===== config.mk =====
export PLATFORM = sky130hd
export DESIGN_NAME = ysyx_23060201_idu_stage
export DESIGN_NICKNAME = d
export VERILOG_FILES = /design/src/rtl/ysyx_23060201_idu_stage_pkg.sv /design/src/rtl/ysyx_23060201_imm_gen.sv /design/src/rtl/ysyx_23060201_idu_stage.sv
export SDC_FILE = /design/constraint.sdc
export NUM_CORES = 1
export LEC_CHECK = 0
export ABC_AREA = 0
export CAP_MARGIN = 40
export CORE_ASPECT_RATIO = 2
export CORE_MARGIN = 2
export CORE_UTILIZATION = 55
export CTS_CLUSTER_DIAMETER = 30
export CTS_CLUSTER_SIZE = 14
export DETAILED_ROUTE_END_ITERATION = 6
export DONT_BUFFER_PORTS = 1
export PLACE_DENSITY = 0.7
export SYNTH_ARGS = -nofsm -noshare
export SYNTH_HDL_FRONTEND = slang
export SYNTH_SLANG_ARGS = --single-unit

===== constraint.sdc =====
create_clock -name clk_i -period 4 [get_ports clk_i]
set_clock_uncertainty 0.1 [all_clocks]
set_input_delay 0.2 -clock clk_i [delete_from_list [all_inputs] [get_ports clk_i]]
set_output_delay 0.2 -clock clk_i [all_outputs]
set_load 0.05 [all_outputs]

===== src/rtl/ysyx_23060201_idu_stage_pkg.sv =====
// Shared decode definitions for the ysyx_23060201 decode stage.
// Holds the RV32I base opcodes, the output format encoding, the EBREAK word,
// the decoded-packet struct and a register-index range check.
package ysyx_23060201_idu_stage_pkg;

    localparam logic [6:0] OpcOp     = 7'b0110011;
    localparam logic [6:0] OpcOpImm  = 7'b0010011;
    localparam logic [6:0] OpcLoad   = 7'b0000011;
    localparam logic [6:0] OpcStore  = 7'b0100011;
    localparam logic [6:0] OpcBranch = 7'b1100011;
    localparam logic [6:0] OpcJal    = 7'b1101111;
    localparam logic [6:0] OpcJalr   = 7'b1100111;
    localparam logic [6:0] OpcLui    = 7'b0110111;
    localparam logic [6:0] OpcAuipc  = 7'b0010111;
    localparam logic [6:0] OpcSystem = 7'b1110011;

    localparam logic [31:0] EbreakInst = 32'h0010_0073;

    // Format encoding seen by execute; FmtN covers SYSTEM and illegal words.
    typedef enum logic [2:0] {
        FmtR = 3'd0,
        FmtI = 3'd1,
        FmtS = 3'd2,
        FmtB = 3'd3,
        FmtU = 3'd4,
        FmtJ = 3'd5,
        FmtN = 3'd6
    } fmt_e;

    // Decoded fields; register indices kept at full 5 bits, narrowed at the port.
    typedef struct packed {
        logic [4:0]  rs1;
        logic [4:0]  rs2;
        logic [4:0]  rd;
        logic [31:0] imm;
        fmt_e        fmt;
        logic        rd_we;
        logic        ebreak;
        logic        illegal;
    } dec_t;

    // True when idx needs more bits than the register file provides (RV32E builds).
    function automatic logic reg_oob(logic [4:0] idx, int unsigned width);
        if (width >= 5) begin
            return 1'b0;
        end
        return (idx >> width) != 5'd0;
    endfunction

endpackage


===== src/rtl/ysyx_23060201_imm_gen.sv =====
// Combinational RV32I format / immediate decoder.
// Ports:
//   inst_i    - instruction word
//   fmt_o     - instruction format (FmtN for SYSTEM or illegal)
//   imm_o     - sign-extended immediate, 0 for R/N formats
//   illegal_o - opcode outside the base set, or a used register index out of range
//   ebreak_o  - instruction is exactly EBREAK
module ysyx_23060201_imm_gen
    import ysyx_23060201_idu_stage_pkg::*;
#(
    parameter int unsigned RegAddrWidth = 5
) (
    input  logic [31:0] inst_i,
    output fmt_e        fmt_o,
    output logic [31:0] imm_o,
    output logic        illegal_o,
    output logic        ebreak_o
);

    fmt_e fmt_raw;
    logic known;
    logic use_rd;
    logic use_rs1;
    logic use_rs2;
    logic oob;

    always_comb begin
        fmt_raw = FmtN;
        known   = 1'b1;
        use_rd  = 1'b0;
        use_rs1 = 1'b0;
        use_rs2 = 1'b0;
        case (inst_i[6:0])
            OpcOp: begin
                fmt_raw = FmtR;
                use_rd  = 1'b1;
                use_rs1 = 1'b1;
                use_rs2 = 1'b1;
            end
            OpcOpImm, OpcLoad, OpcJalr: begin
                fmt_raw = FmtI;
                use_rd  = 1'b1;
                use_rs1 = 1'b1;
            end
            OpcStore: begin
                fmt_raw = FmtS;
                use_rs1 = 1'b1;
                use_rs2 = 1'b1;
            end
            OpcBranch: begin
                fmt_raw = FmtB;
                use_rs1 = 1'b1;
                use_rs2 = 1'b1;
            end
            OpcLui, OpcAuipc: begin
                fmt_raw = FmtU;
                use_rd  = 1'b1;
            end
            OpcJal: begin
                fmt_raw = FmtJ;
                use_rd  = 1'b1;
            end
            OpcSystem: fmt_raw = FmtN;
            default:   known   = 1'b0;
        endcase

        // Only indices the format actually uses can make the word illegal.
        oob = (use_rd  && reg_oob(inst_i[11:7],  RegAddrWidth)) ||
              (use_rs1 && reg_oob(inst_i[19:15], RegAddrWidth)) ||
              (use_rs2 && reg_oob(inst_i[24:20], RegAddrWidth));

        illegal_o = !known || oob;
        fmt_o     = illegal_o ? FmtN : fmt_raw;

        case (fmt_o)
            FmtI:    imm_o = {{20{inst_i[31]}}, inst_i[31:20]};
            FmtS:    imm_o = {{20{inst_i[31]}}, inst_i[31:25], inst_i[11:7]};
            FmtB:    imm_o = {{19{inst_i[31]}}, inst_i[31], inst_i[7], inst_i[30:25],
                              inst_i[11:8], 1'b0};
            FmtU:    imm_o = {inst_i[31:12], 12'b0};
            FmtJ:    imm_o = {{11{inst_i[31]}}, inst_i[31], inst_i[19:12], inst_i[20],
                              inst_i[30:21], 1'b0};
            default: imm_o = 32'd0;
        endcase

        ebreak_o = (inst_i == EbreakInst);
    end

endmodule


===== src/rtl/ysyx_23060201_idu_stage.sv =====
// RV32I decode stage between fetch and execute.
// Decodes {pc, inst} on the input side and buffers decoded packets in an
// output register plus one skid register, giving full throughput under
// backpressure with in_ready depending only on registered state (and reset).
// Ports:
//   clk_i, rst_i              - clock, synchronous active-high reset
//   in_valid_i/in_ready_o     - fetch handshake; in_pc_i, in_inst_i payload
//   flush_i                   - redirect from execute, drops everything in flight
//   out_valid_o/out_ready_i   - execute handshake
//   out_pc_o, out_inst_o      - pass-through pc and instruction word
//   out_rs1_o/rs2_o/rd_o      - register indices
//   out_imm_o, out_fmt_o      - immediate and format
//   out_rd_we_o, out_ebreak_o, out_illegal_o - decode flags
module ysyx_23060201_idu_stage
    import ysyx_23060201_idu_stage_pkg::*;
#(
    parameter int unsigned AddrWidth    = 32,
    parameter int unsigned DataWidth    = 32,  // must be at least 32
    parameter int unsigned RegAddrWidth = 5
) (
    input  logic                    clk_i,
    input  logic                    rst_i,
    input  logic                    in_valid_i,
    output logic                    in_ready_o,
    input  logic [AddrWidth-1:0]    in_pc_i,
    input  logic [DataWidth-1:0]    in_inst_i,
    input  logic                    flush_i,
    output logic                    out_valid_o,
    input  logic                    out_ready_i,
    output logic [AddrWidth-1:0]    out_pc_o,
    output logic [DataWidth-1:0]    out_inst_o,
    output logic [RegAddrWidth-1:0] out_rs1_o,
    output logic [RegAddrWidth-1:0] out_rs2_o,
    output logic [RegAddrWidth-1:0] out_rd_o,
    output logic [31:0]             out_imm_o,
    output logic [2:0]              out_fmt_o,
    output logic                    out_rd_we_o,
    output logic                    out_ebreak_o,
    output logic                    out_illegal_o
);

    typedef struct packed {
        logic [AddrWidth-1:0] pc;
        logic [DataWidth-1:0] inst;
        dec_t                 dec;
    } pkt_t;

    fmt_e        in_fmt;
    logic [31:0] in_imm;
    logic        in_illegal;
    logic        in_ebreak;
    pkt_t        in_pkt;

    ysyx_23060201_imm_gen #(
        .RegAddrWidth (RegAddrWidth)
    ) u_imm_gen (
        .inst_i    (in_inst_i[31:0]),
        .fmt_o     (in_fmt),
        .imm_o     (in_imm),
        .illegal_o (in_illegal),
        .ebreak_o  (in_ebreak)
    );

    always_comb begin
        in_pkt             = '0;
        in_pkt.pc          = in_pc_i;
        in_pkt.inst        = in_inst_i;
        in_pkt.dec.rs1     = in_inst_i[19:15];
        in_pkt.dec.rs2     = in_inst_i[24:20];
        in_pkt.dec.rd      = in_inst_i[11:7];
        in_pkt.dec.imm     = in_imm;
        in_pkt.dec.fmt     = in_fmt;
        // Illegal words are already FmtN, so they never write rd.
        in_pkt.dec.rd_we   = (in_fmt inside {FmtR, FmtI, FmtU, FmtJ}) &&
                             (in_inst_i[11:7] != 5'd0);
        in_pkt.dec.ebreak  = in_ebreak;
        in_pkt.dec.illegal = in_illegal;
    end

    logic out_valid_q, out_valid_d;
    logic skid_valid_q, skid_valid_d;
    pkt_t out_pkt_q, out_pkt_d;
    pkt_t skid_pkt_q;
    logic out_load;
    logic skid_load;
    logic accept;
    logic consume;

    assign in_ready_o = !rst_i && !skid_valid_q;

    // A flush cycle neither accepts nor consumes.
    assign accept  = in_valid_i && in_ready_o && !flush_i;
    assign consume = out_valid_q && out_ready_i && !flush_i;

    always_comb begin
        out_valid_d  = out_valid_q;
        skid_valid_d = skid_valid_q;
        out_load     = 1'b0;
        skid_load    = 1'b0;
        // Skid is older than anything on the input, so it drains first.
        out_pkt_d    = skid_valid_q ? skid_pkt_q : in_pkt;

        if (flush_i) begin
            out_valid_d  = 1'b0;
            skid_valid_d = 1'b0;
        end else if (!out_valid_q || consume) begin
            if (skid_valid_q) begin
                out_load     = 1'b1;
                out_valid_d  = 1'b1;
                skid_valid_d = 1'b0;
            end else if (accept) begin
                out_load    = 1'b1;
                out_valid_d = 1'b1;
            end else begin
                out_valid_d = 1'b0;
            end
        end else if (accept) begin
            skid_load    = 1'b1;
            skid_valid_d = 1'b1;
        end
    end

    always_ff @(posedge clk_i) begin
        if (rst_i) begin
            out_valid_q  <= 1'b0;
            skid_valid_q <= 1'b0;
            out_pkt_q    <= '0;
            skid_pkt_q   <= '0;
        end else begin
            out_valid_q  <= out_valid_d;
            skid_valid_q <= skid_valid_d;
            if (out_load) begin
                out_pkt_q <= out_pkt_d;
            end
            if (skid_load) begin
                skid_pkt_q <= in_pkt;
            end
        end
    end

    assign out_valid_o   = out_valid_q;
    assign out_pc_o      = out_pkt_q.pc;
    assign out_inst_o    = out_pkt_q.inst;
    assign out_rs1_o     = out_pkt_q.dec.rs1[RegAddrWidth-1:0];
    assign out_rs2_o     = out_pkt_q.dec.rs2[RegAddrWidth-1:0];
    assign out_rd_o      = out_pkt_q.dec.rd[RegAddrWidth-1:0];
    assign out_imm_o     = out_pkt_q.dec.imm;
    assign out_fmt_o     = out_pkt_q.dec.fmt;
    assign out_rd_we_o   = out_pkt_q.dec.rd_we;
    assign out_ebreak_o  = out_pkt_q.dec.ebreak;
    assign out_illegal_o = out_pkt_q.dec.illegal;

endmodule


==> summary.md, run 1 <==
| Metric | Value |
|---|---|
| DRC violations left | `0` |
| Syn avg cell area | `roughly 8.5 um^2` |
| Final setup viols | `0` |
| Sequential fraction of the synthesis area | `47.9%` |
| Global-route wire length before repair | `38.3 mm` |
| Initial DRC Count | `between 400 and 500` |
| Gr ovfl total | `0` |
| Drt first pass iters | `5` |
| Final WS setup | `905 ps` |
| Critical Path RT | `4310 ps` |
| WL/cell | `about 19 um` |
| Failing checks | `negative hold slack` |
| Hold Violations, Final | `1` |
| CTS tree | `done` |
| Worst slew margin | `40.9%` |
| Crit start category | `register` |
| RSZ-0062 raised after global routing | `false` |
| Minimum clock period | `3100 ps` |
| Crit Path Category | `register to register` |
| Die area | `16700 um^2` |
| Synth Flop Type | `dfxtp_1` |
| Number of synthesized flops with an enable pin | `0` |
| Psw | `1320 uW` |
| Fmax | `323 MHz` |
| Post-synth ARST share | `0%` |
| Clk pwr share | `roughly half` |
| Synth Cell Area | `8610 um^2` |
| Final wirelength | `around 24 mm` |
| Gpl congestion | `0.854` |
| P&R area growth vs syn | `19.8%` |
| Worst skew pair latency | `520 ps` |
| Maximum fanout along the worst path | `27` |
| Die Wd | `92.5 um` |
| CTS Buffer Depth | `3` |
| Worst-margin pin slew | `883 ps` |
| CP Capture Type | `register` |
| DP Wirelength | `14.4 mm` |
| PD cells | `492 nW/um^2` |
| Gr usage total | `between 20 and 30%` |
| Worst Path Arrival | `about 3400 ps` |
| Setup bufs post-CTS | `0` |
| Hold Worst Slack | `-3.35 ps` |
| Port Buffers | `0` |
| VDD IR-drop max | `406 uV` |
| Initial Utilization | `56.3%` |
| Leakage power | `0.00336 uW` |
| Max cap viols | `0` |
| CTS Root Cell | `clkbuf_16` |
| Largest net degree at the start of global routing | `176` |
| Vias per cell | `between 5 and 6` |
| Logic pwr share | `6.5%` |
| Switching portion of total power | `26.0%` |
| Status | `finished with violations` |
| Fillers | `1230` |
| Mapped Cells | `1007` |
| Tcrit/Tclk final | `77.4%` |
| Total CTS buffers | `25` |
| Total Power | `a little over 5000 uW` |
| Nets | `1102` |
| Reg power frac | `44.8%` |
| Syn. warnings | `0` |
| Core Rows | `64` |
| I/O pin total | `188` |
| Pint | `between 3000 and 4000 uW` |
| Hold Path Class | `input port to register` |
| Syn_nets | `1076` |
| Final max-slew violation count | `0` |
| Antenna violations before repair | `1` |
| Die H | `between 150 and 200 um` |
| Clock transition at path regs | `70 ps` |
| Post-route ant nets | `0` |
| Setup TNS | `0 ps` |
| Post-synth cell types | `53` |
| Via count | `7478` |
| CTS H-tree lvls | `1` |
| Synth Register Bits | `206` |
| Vias in the first global route | `just over 7000` |
| Placeable Area | `between 15000 and 20000 um^2` |
| CTS sink count | `206` |
| Pre-CTS setup slack | `1040 ps` |
| Share of cells above drive strength 1 | `slightly above 8%` |
-- per-stage QoR --
stage	utilization [%]	std cells	instance area, um^2
after floorplan	-	1007	8610
final	67.4	1251	10300
after CTS	67.4	1250	10300
after detailed placement	56.7	1132	8670
after global routing	67.4	1251	10300
after global placement	55.4	1116	8470
-- power groups by stage --
| stage | Sequential, uW | Clock, uW | Combinational, uW |
|---|---|---|---|
| floorplan | 2300 | 0 | 210 |
| global placement | 2340 | 0 | 161 |
| detailed placement | 2320 | 0 | 212 |
| CTS | 2270 | 2500 | 326 |
| global route | 2280 | 2600 | 355 |
| finish | 2270 | 2470 | 328 |
-- synthesized netlist by cell type (4+ instances only) --
master      n  area (um^2)
a211oi_1   93          698
a21oi_1    77          385
a221oi_1   12          105
a22oi_1    11         82.6
a311oi_1    4         35.0
a32oi_1    10         87.6
and2_1     11         68.8
buf_2      27          135
buf_4      21          158
clkbuf_1   50          188
dfxtp_1   206         4120
inv_1       5         18.8
mux2i_1    64          641
nand2_1   178          668
nand2b_1    4         25.0
nand3_1    10         50.1
nor2_1    115          432
nor3_1      7         35.0
nor4_1      5         31.3
o21ai_0    54          270
-- cells by family (layout without fill, tap and decap cells) --
logic type / count (synthesis) / in the layout / share of synthesized area, %
and+or+nand+nor: 351 / 351 / 17.3
AOI/OAI and AO/OA: 277 / 277 / 20.9
xor gates and xnor gates: 1 / 1 / 0.102
other: 0 / 1 / 0
DFF: 206 / 206 / 47.9
buffers and inverters: 108 / 153 / 6.42
muxes: 64 / 64 / 7.44
-- layout make-up --
class	count	area [um^2]	area share, %
tap	198	248	2.40
multi-input combinational	693	3960	38.4
clock buffer	29	651	6.31
antenna	1	2.50	0.0243
clock inverter	17	256	2.49
inverter	5	18.8	0.182
sequential	206	4130	40.0
timing repair buffer	102	1050	10.2
-- placed cells by master, fill, tap and decap left out, types with 3 or more instances in the layout --
cell,Yosys,layout
nand2_1,178,178
buf_4,21,13
a221oi_1,12,12
a311oi_1,4,4
a21oi_1,77,77
a32oi_1,10,10
dlygate4sd3_1,0,71
bufinv_16,0,5
clkbuf_16,0,25
o21ai_0,54,54
clkbuf_1,50,3
nor2_1,115,114
mux2i_1,64,64
nand2b_1,4,4
a211oi_1,93,92
a22oi_1,11,11
dfxtp_1,206,205
or3_1,3,3
inv_6,0,8
buf_6,2,15
nor4_1,5,5
and2_1,11,11
nor2b_1,3,3
nand3_1,10,10
nor3_1,7,7
inv_1,5,5
-- repair_timing --
item,4_1_cts,5_1_grt
gates resized for setup,0,0
endpoints found under the hold margin,206,0
setup endpoints to repair,0,0
hold buffers,72,0
-- registers in the layout, indices dropped and copies added (netlist names) --
name / cells
skid_pkt_q: 102
out_illegal_o: 1
out_pc_o: 32
out_valid_o: 1
out_ebreak_o: 1
skid_valid_q: 1
out_imm_o: 32
out_inst_o: 32
out_rd_we_o: 1
out_fmt_o: 3
-- routing by layer --
layer | wire (um) | vias to the layer above | global-route usage (%) | part of all wire, %
li1 | - | 3598 | - | -
met1 | 8800 | 3502 | 31.7 | 36
met2 | 12800 | 305 | 49.7 | 52
met3 | 1660 | 73 | 6.17 | 6.8
met4 | 1110 | 0 | 14.1 | 4.5
met5 | 0 | - | 0 | 0
-- path summary, 6_finish.rpt --
kind                            endpoint                   startpoint  slack [ps]  cells past startpoint
max reg2reg  skid_pkt_q[60]$_SDFFE_PP0P_     out_valid_o$_SDFFE_PP0P_         900                      6
min reg2reg  skid_pkt_q[59]$_SDFFE_PP0P_  skid_pkt_q[59]$_SDFFE_PP0P_         350                      2
min            out_fmt_o[1]$_SDFFE_PP0P_                      flush_i          -3                      4
max          skid_pkt_q[60]$_SDFFE_PP0P_     out_valid_o$_SDFFE_PP0P_         900                      6
-- critical path: stages, from the launching register on --
cell	delay, ps
dfxtp_1	650
nor2b_1	570
nand4_4	500
buf_4	400
nand2_1	110
a21oi_1	70
dlygate4sd3_1	580
Note: power is estimated with default switching activity, not from simulation.
==> run 2: changes to the inputs <==
--- a/config.mk
+++ b/config.mk
@@ -14,7 +14,7 @@
 export CTS_CLUSTER_SIZE = 14
 export DETAILED_ROUTE_END_ITERATION = 6
 export DONT_BUFFER_PORTS = 1
-export PLACE_DENSITY = 0.7
+export PLACE_DENSITY = 0.73
 export SYNTH_ARGS = -nofsm -noshare
 export SYNTH_HDL_FRONTEND = slang
 export SYNTH_SLANG_ARGS = --single-unit
==> constraint.sdc (replaced) <==
create_clock -name clk_i -period 2.6 [get_ports clk_i]
set_clock_uncertainty 0.1 [all_clocks]
set_input_delay 0.13 -clock clk_i [delete_from_list [all_inputs] [get_ports clk_i]]
set_output_delay 0.13 -clock clk_i [all_outputs]
set_load 0.05 [all_outputs]
==> summary.md, run 2 (synthesis gave the netlist of run 1 again) <==
| Metric | Value |
|---|---|
| Post-layout util | `72.3%` |
| Die area | `16700 um^2` |
| Drt first pass iters | `7` |
| Global-route wire length before repair | `about 43 mm` |
| Setup TNS | `0 ps` |
| Gpl congestion | `between 0.8 and 0.9` |
| Die Wd | `92.5 um` |
| Vias per cell | `6.15` |
| Final max-slew violation count | `0` |
| Final wirelength | `28.3 mm` |
| Placeable Area | `15300 um^2` |
| Worst Path Arrival | `2940 ps` |
| Most flops, register | `skid_pkt_q` |
| Failing checks | `design-rule violations` |
| WL/cell | `21.3 um` |
| DRC violations left | `1` |
| CTS Buffer Depth | `3` |
| CTS Root Cell | `clkbuf_16` |
| Status | `finished with violations` |
| Placed cell areas | `around 8600 um^2` |
| Crit start category | `input port` |
| Hold EP | `out_rd_we_o$_SDFFE_PP0P_` |
| Largest net degree at the start of global routing | `113` |
| Die H | `181 um` |
| Cell area after layout | `between 10000 and 15000 um^2` |
| Port Buffers | `0` |
| Max FFs per register | `102` |
| Core Rows | `64` |
| CTS sink count | `206` |
| RSZ-0062 raised after global routing | `false` |
| Antenna violations before repair | `0` |
| I/O pin total | `around 190` |
| Share of cells above drive strength 1 | `a little under a tenth` |
| PD cells | `710 nW/um^2` |
| Leakage power | `0.00382 uW` |
| Tcrit/Tclk final | `99.3%` |
| Most common cell after layout, fill and taps aside | `dfxtp_1` |
| DP Wirelength | `around 14 mm` |
| Total Power | `7850 uW` |
| Hold Path Depth | `4` |
| CTS tree | `done` |
| Worst slew margin | `40.5%` |
| Initial Utilization | `56.3%` |
| Maximum fanout along the worst path | `47` |
| Initial DRC Count | `549` |
| Gr usage total | `32.2%` |
| Nets | `between 1000 and 1500` |
| Most frequent cells in the layout | `dfxtp_1 (205), nand2_1 (178), dlygate4sd3_1 (138)` |
| Clock transition at path regs | `60 ps` |
| Reg2Reg Setup Slack | `90 ps` |
| VDD IR-drop max | `745 uV` |
| Hold Violations, Final | `0` |
| Worst skew pair latency | `510 ps` |
| P&R area growth vs syn | `28.5%` |
| Worst-margin pin slew | `883 ps` |
| Setup bufs post-CTS | `0` |
| Max cap viols | `0` |
| N_diodes | `0` |
| CP Capture Type | `register` |
| Fmax | `387 MHz` |
| Vias in the first global route | `8183` |
| Critical Path RT | `2960 ps` |
| Via count | `8176` |
| Crit Path Category | `input port to register` |
| HP Start | `in_inst_i[5]` |
| CTS H-tree lvls | `1` |
| Total CTS buffers | `27` |
| FF-to-FF End | `skid_pkt_q[57]$_SDFFE_PP0P_` |
| Hold Worst Slack | `about 29 ps` |
| Hold Path Class | `input port to register` |
| Gr ovfl total | `0` |
| Minimum clock period | `about 2600 ps` |
| Post-route ant nets | `0` |
| R2R Path Start | `out_valid_o$_SDFFE_PP0P_` |
| Worst reg-to-reg path cell count | `6` |
| Final setup viols | `0` |
run 2: cell types whose count changed in the layout (fill, tap and decap cells not counted), sizes merged, moves of 2 or more:
cell         before  now
clkinv            2    8
dlygate4sd3      71  138
buf              31   38
bufinv            5    3
run 2: worst max-delay path by stage:
stage	start	slack, ps	to
floorplan	out_valid_o$_SDFFE_PP0P_	570	out_imm_o[20]$_SDFFE_PP0P_
global placement	out_valid_o$_SDFFE_PP0P_	310	skid_pkt_q[31]$_SDFFE_PP0P_
detailed placement	out_valid_o$_SDFFE_PP0P_	200	skid_pkt_q[32]$_SDFFE_PP0P_
CTS	out_valid_o$_SDFFE_PP0P_	10	skid_pkt_q[111]$_SDFFE_PP0P_
global route	rst_i	20	skid_pkt_q[57]$_SDFFE_PP0P_
finish	rst_i	20	skid_pkt_q[57]$_SDFFE_PP0P_
run 2: metrics by stage:
stage / setup WS, ps / instances
after floorplan: 571 / 1007
after global placement: 311 / 1136
after detailed placement: 199 / 1136
after CTS: 9.55 / 1325
after global routing: 23.8 / 1329
final: 18.9 / 1329
run 2: what timing repair did:
item / 4_1_cts / 5_1_grt
endpoints found under the setup margin: 0 / 29
hold buffers: 140 / 0
resized for setup: 0 / 9
endpoints found under the hold margin: 206 / 0
run 2: critical path, stage by stage:
cell	delay, ps
dlygate4sd3_1	690
buf_16	240
nor2_2	240
and4_4	450
buf_12	230
nand2_1	120
a21oi_1	220
dlygate4sd3_1	580
run 2: cell type report:
type                    instances  area, um^2
repair buffers                177        1770
clock buffers                  28         689
clock inverters                21         229
well taps                     198         248
inverters                       5        18.8
flip-flops and latches        206        4130
multi-input cells             694        3980
fillers                      1109        4230
run 2: metal layers:
| layer | vias up | track usage [%] | wire [um] |
|---|---|---|---|
| li1 | 3744 | - | - |
| met5 | - | 0 | 0 |
| met2 | 459 | 55.6 | 14300 |
| met3 | 141 | 7.09 | 2400 |
| met1 | 3832 | 35.0 | 9760 |
| met4 | 0 | 20.3 | 1890 |
run 2: power breakdown:
| part | switching, uW | internal [uW] |
|---|---|---|
| logic | 389 | 239 |
| registers | 217 | 3230 |
| clock network | 1510 | 2270 |
